File: config.mk
export PLATFORM = sky130hd
export DESIGN_NAME = uart_tx_arbiter
export DESIGN_NICKNAME = d
export VERILOG_FILES = /design/src/rtl/uart_tx_arbiter_pkg.sv /design/src/rtl/uart_tx_arbiter_rr_pick4.sv /design/src/rtl/uart_tx_arbiter.sv
export SDC_FILE = /design/constraint.sdc
export NUM_CORES = 1
export LEC_CHECK = 0
export CAP_MARGIN = 15
export CORE_MARGIN = 2
export CORE_UTILIZATION = 55
export CTS_CLUSTER_DIAMETER = 30
export DETAILED_ROUTE_END_ITERATION = 10
export PLACE_DENSITY = 0.81
export SYNTH_ARGS = -nofsm -noshare
export SYNTH_HDL_FRONTEND = slang
export SYNTH_HIERARCHICAL = 1
export SYNTH_SLANG_ARGS = --single-unit
File: constraint.sdc
create_clock -name clk -period 3.6 [get_ports clk]
set_input_delay 0.72 -clock clk [delete_from_list [all_inputs] [get_ports clk]]
set_output_delay 0.72 -clock clk [all_outputs]
set_load 0.02 [all_outputs]
File: src/rtl/uart_tx_arbiter_pkg.sv
// Shared definitions for the UART TX arbiter: FSM state encoding,
// default frame timeout and a small one-hot helper.
package uart_tx_arbiter_pkg;

  // Default number of cycles to wait for tx_done before giving up on a frame.
  localparam int unsigned DEFAULT_TIMEOUT = 8192;

  // Transaction phases of the arbiter; 3-bit encoding.
  typedef enum logic [2:0] {
    ST_IDLE   = 3'd0,
    ST_SELECT = 3'd1,
    ST_START  = 3'd2,
    ST_WAIT   = 3'd3,
    ST_DONE   = 3'd4
  } arb_state_e;

  // One-hot decode of a 2-bit source index.
  function automatic logic [3:0] onehot4(input logic [1:0] idx);
    onehot4 = 4'b0001 << idx;
  endfunction

endpackage

File: src/rtl/uart_tx_arbiter_rr_pick4.sv
// Round-robin picker for four requesters: scans upward from the slot after
// last_ptr, wrapping at 3, and returns the first requesting index.
module rr_pick4 (
  input  logic [3:0] req_i,
  input  logic [1:0] last_ptr_i,
  output logic       found_o,
  output logic [1:0] idx_o
);

  logic [1:0] cand;

  // First set request bit at offsets 1..4 from last_ptr (offset 4 is last_ptr itself).
  always_comb begin
    found_o = 1'b0;
    idx_o   = last_ptr_i;
    cand    = '0;
    for (int i = 1; i <= 4; i++) begin
      cand = last_ptr_i + 2'(i);
      if (!found_o && req_i[cand]) begin
        found_o = 1'b1;
        idx_o   = cand;
      end
    end
  end

endmodule

File: src/rtl/uart_tx_arbiter.sv
// Round-robin arbiter sharing one UART transmitter between four byte sources.
//
// Handshakes:
//  - Source side: req_i[i] acts as "valid" for the byte on mux input i. The
//    arbiter samples req_i only in IDLE; once a winner is chosen its byte is
//    owned by the arbiter and ack_o[i] pulses for one cycle when it has been
//    consumed (sent or abandoned on timeout). A req still high in the IDLE
//    cycle after ack is treated as a fresh byte.
//  - TX side: tx_start_o pulses one cycle to load and send the byte selected
//    by sel_o; tx_done_i is honoured only while waiting for that frame.
module uart_tx_arbiter
  import uart_tx_arbiter_pkg::*;
#(
  parameter int unsigned TIMEOUT = DEFAULT_TIMEOUT
) (
  input  logic       clk,
  input  logic       rst_n,
  input  logic [3:0] req_i,
  input  logic       tx_done_i,
  output logic [1:0] sel_o,
  output logic [3:0] grant_o,
  output logic       tx_start_o,
  output logic [3:0] ack_o,
  output logic       busy_o,
  output logic       err_timeout_o,
  output arb_state_e state_o
);

  localparam int unsigned TW = $clog2(TIMEOUT + 1);
  localparam logic [TW-1:0] TIMER_LAST = TW'(TIMEOUT - 1);
  localparam logic [TW-1:0] TIMER_MAX  = {TW{1'b1}};

  arb_state_e    state_q;
  logic [1:0]    sel_q;
  logic [3:0]    grant_q;
  logic          busy_q;
  logic [1:0]    last_ptr_q;
  logic [TW-1:0] timer_q;
  logic [TW-1:0] timer_d;

  logic          pick_found;
  logic [1:0]    pick_idx;
  logic          wait_expired;

  rr_pick4 u_pick (
    .req_i      (req_i),
    .last_ptr_i (last_ptr_q),
    .found_o    (pick_found),
    .idx_o      (pick_idx)
  );

  // Saturating increment so the wait timer can never wrap back to zero.
  always_comb begin
    timer_d = timer_q;
    if (timer_q != TIMER_MAX) begin
      timer_d = timer_q + TW'(1);
    end
  end

  assign wait_expired = (state_q == ST_WAIT) && (timer_q == TIMER_LAST);

  // Transaction sequencer: arbitrate, settle mux, start frame, wait, acknowledge.
  always_ff @(posedge clk or negedge rst_n) begin
    if (!rst_n) begin
      state_q    <= ST_IDLE;
      sel_q      <= 2'd0;
      grant_q    <= 4'b0000;
      busy_q     <= 1'b0;
      last_ptr_q <= 2'd3;
      timer_q    <= '0;
    end else begin
      case (state_q)
        ST_IDLE: begin
          if (pick_found) begin
            sel_q   <= pick_idx;
            grant_q <= onehot4(pick_idx);
            busy_q  <= 1'b1;
            state_q <= ST_SELECT;
          end
        end
        ST_SELECT: begin
          state_q <= ST_START;
        end
        ST_START: begin
          timer_q <= '0;
          state_q <= ST_WAIT;
        end
        ST_WAIT: begin
          timer_q <= timer_d;
          // A done arriving on the last timer cycle still counts as success.
          if (tx_done_i || wait_expired) begin
            state_q <= ST_DONE;
          end
        end
        ST_DONE: begin
          last_ptr_q <= sel_q;
          grant_q    <= 4'b0000;
          busy_q     <= 1'b0;
          state_q    <= ST_IDLE;
        end
        default: begin
          grant_q <= 4'b0000;
          busy_q  <= 1'b0;
          state_q <= ST_IDLE;
        end
      endcase
    end
  end

  // Pulsed outputs decode directly from the current phase.
  assign tx_start_o    = (state_q == ST_START);
  assign ack_o         = (state_q == ST_DONE) ? onehot4(sel_q) : 4'b0000;
  assign err_timeout_o = wait_expired && !tx_done_i;

  assign sel_o   = sel_q;
  assign grant_o = grant_q;
  assign busy_o  = busy_q;
  assign state_o = state_q;

endmodule

==> results.toml <==
[clocking]
cts-root-buf = "clkbuf_4"
clock_latency_ns = 0.32
cts_resized = 0
numCtsBuffers = 3
cts.sinks = 26
cts_tree = "yes"
ctsHtreeMaxLevel = 1
postCtsSetupRepairBufs = 0
path_clk_slew_ns = 0.15
ctsHoldBuffers = 0
clock_path_buffers = 2

[sta]
maxSlewHeadroom = 0.6185
finalHoldViolations = 0
drv_slew = 0
min_period_over_period = 0.8708
tightest_slew_ns = 0.5663
period_minus_slack_ns = 3.135
skew_ns = 0.001093
rsz0062_at_grt = "no"
holdWs_ns = 0.4958
setup_viol = 0
finalSetupTns_ns = 0
fmax_mhz = 319.0

[placement]
io_buffers = 22
dp_hpwl_mm = 2.657
dp_cells = 224
gp_congestion = 0.9589
place_area_um2 = 1800

[logic_synthesis]
yosysWarningCount = 6
synth-async-reset-ratio = 1.000
post_synth_instance_area_um2 = 1564
synth_seq_area_share = 0.4176
syn-instance-count = 176
synth.distinct_cells = 44
synth_edf_count = 0
syn_avg_cell_area_um2 = 8.886
syn-num-nets = 184
synth_seq_cells = 26
synth_ff_type = "dfrtp_1"

[final_layout]
instances_no_fill = 228
syn2layout_area_growth_pct = 18.48
layout.nets = 206
seq_area_um2 = 653.1
fill_cells = 210
drive_gt1_frac = 0.1066
multi_input_area_um2 = 839.6
antenna_cells = 0
final_area_um2 = 1853

[worst_setup_path]
crit_arrival_ns = 2.41
cp-start-kind = "flop"
r2r_slack_ns = 1.67
crit_path_max_fanout = 14
rr_startpoint = "timer_q[0]"
endpoint_kind = "output pin"
reg2reg_to = "timer_q[0]"
reg2regPathDepth = 5
critPathKind = "flop to output pin"
endpoint = "err_timeout_o"
required_ns = 2.88
cp-startpoint = "state_o[2]"

[global_routing]
grtUsageTotal = 0.2433
grt_pass1_vias = 1348
grt.overflow.total = 0
grt_max_degree = 27
grt_pass1_wl_mm = 6.216
antenna_found_initial = 0

[die]
rows = 19
die_y_um = 57.33
ioPinCount = 23
dieArea_um2 = 3286
start_util = 0.5721
die_w_um = 57.33
coreArea_um2 = 2734

[route]
wl_per_cell_um = 16.26
drtAntennaViolNets = 0
vias_per_cell = 6.320
via_count = 1441
drt-initial-drc-count = 90
drc = 0
firstDrtPassIters = 5
wl_mm = 3.708

[worst_hold_path]
hold_path.class = "flop to flop"

[run_status]
status = "completed"

[flow_run]
drv_cap = 0

[pwr]
p_total_mw = 1.266
p_per_area_nw_per_um2 = 683.4
ir_drop_mv = 0.6395
p_leak_nw = 0.8147
==> cell usage after synthesis, types with 3 or more instances <==
master	n	area [um2]
a211o_1	3	26.28
a21oi_1	11	55.05
a221o_1	3	30.03
a31oi_1	3	18.77
and2_1	3	18.77
and3_1	6	37.54
clkbuf_1	5	18.77
dfrtp_1	24	600.6
inv_1	7	26.28
mux2_2	3	33.78
mux2i_1	3	30.03
nand2_1	23	86.33
nand2b_1	4	25.02
nand3_1	9	45.04
nand3b_1	3	22.52
nand4_1	5	31.28
nor2_1	12	45.04
nor2b_1	3	18.77
nor3_1	10	50.05
o21ai_0	4	20.02
==> layout by cell type (no fill, tap or decap), types with 2 or more instances in the layout <==
cell type / Yosys / layout
dfrtp_1: 24 / 24
nand2_1: 23 / 23
clkdlybuf4s50_1: 0 / 22
nor2_1: 12 / 12
a21oi_1: 11 / 11
nor3_1: 10 / 10
nand3_1: 9 / 9
inv_1: 7 / 7
and3_1: 6 / 6
nand4_1: 5 / 5
nand2b_1: 4 / 4
o21ai_0: 4 / 4
nor2b_1: 3 / 3
and2_1: 3 / 3
a221o_1: 3 / 3
a211o_1: 3 / 3
mux2i_1: 3 / 3
mux2_2: 3 / 3
nand3b_1: 3 / 3
a31oi_1: 3 / 3
clkbuf_4: 0 / 3
buf_4: 0 / 3
and4_1: 2 / 2
and4_4: 2 / 2
or4_1: 2 / 2
a22o_1: 2 / 2
and3_2: 2 / 2
nor3b_1: 2 / 2
dfstp_2: 2 / 2
==> per-layer routing <==
metal  vias up  GRT usage  part of all wire
met2        63     0.3974              0.49
met5         -          0                 0
met1       680     0.3451              0.43
li1        694          -                 -
met4         0    0.06645             0.010
met3         4    0.02948             0.068
==> worst min path at each step <==
stage / from / endpoint / slack [ns] / cells after the start
floorplan: rst_n / busy_o / 0.42 / 0
CTS: last_ptr_q[0] / last_ptr_q[0] / 0.50 / 2
global placement: last_ptr_q[0] / last_ptr_q[0] / 0.48 / 2
global route: last_ptr_q[0] / last_ptr_q[0] / 0.54 / 2
detailed placement: last_ptr_q[0] / last_ptr_q[0] / 0.48 / 2
finish: last_ptr_q[0] / last_ptr_q[0] / 0.50 / 2
==> final cells by class <==
class | instances | area share
inverters | 7 | 0.01418
clock buffers | 3 | 0.01215
well taps | 31 | 0.02093
repair buffers | 25 | 0.1310
multi-input cells | 135 | 0.4531
clock inverters | 1 | 0.01621
flip-flops and latches | 26 | 0.3525
==> flip-flops by register name, indices dropped and copies added, names as in the netlist <==
| name | count |
|---|---|
| timer_q | 14 |
| grant_o | 4 |
| state_o | 3 |
| last_ptr_q | 2 |
| sel_o | 2 |
| busy_o | 1 |
==> cell families (layout without fill, tap and decap cells) <==
kind of cell / count (synthesis) / count (layout) / share of synthesized area
AO/OA/AOI/OAI: 37 / 37 / 0.1736
adder cells (fa/ha/maj): 1 / 1 / 0.007999
buffers and inverters: 15 / 36 / 0.04560
flip-flops: 26 / 26 / 0.4176
multiplexers: 6 / 6 / 0.04080
AND/OR/NAND/NOR: 91 / 91 / 0.3144
==> power breakdown <==
group | switching [mW] | total (mW) | internal [mW]
Sequential | 0.0960 | 0.471 | 0.375
Clock | 0.0908 | 0.203 | 0.113
Combinational | 0.335 | 0.592 | 0.257
Total | 0.522 | 1.27 | 0.745
==> per-stage QoR <==
stage	util	worst slack (ns)
final	0.6778	0.4650
after global routing	0.6778	0.3294
after CTS	0.6778	0.4758
after detailed placement	0.6586	0.8733
after global placement	0.6586	0.8836
after floorplan	-	1.340
==> worst max-delay path: stages (launching register included) <==
cell and delay (ns):
dfrtp_1 0.55, nor2b_1 0.45, nand2_1 0.28, nor3_1 0.19, clkdlybuf4s50_1 0.63
Power figures use the tool's default switching activity.
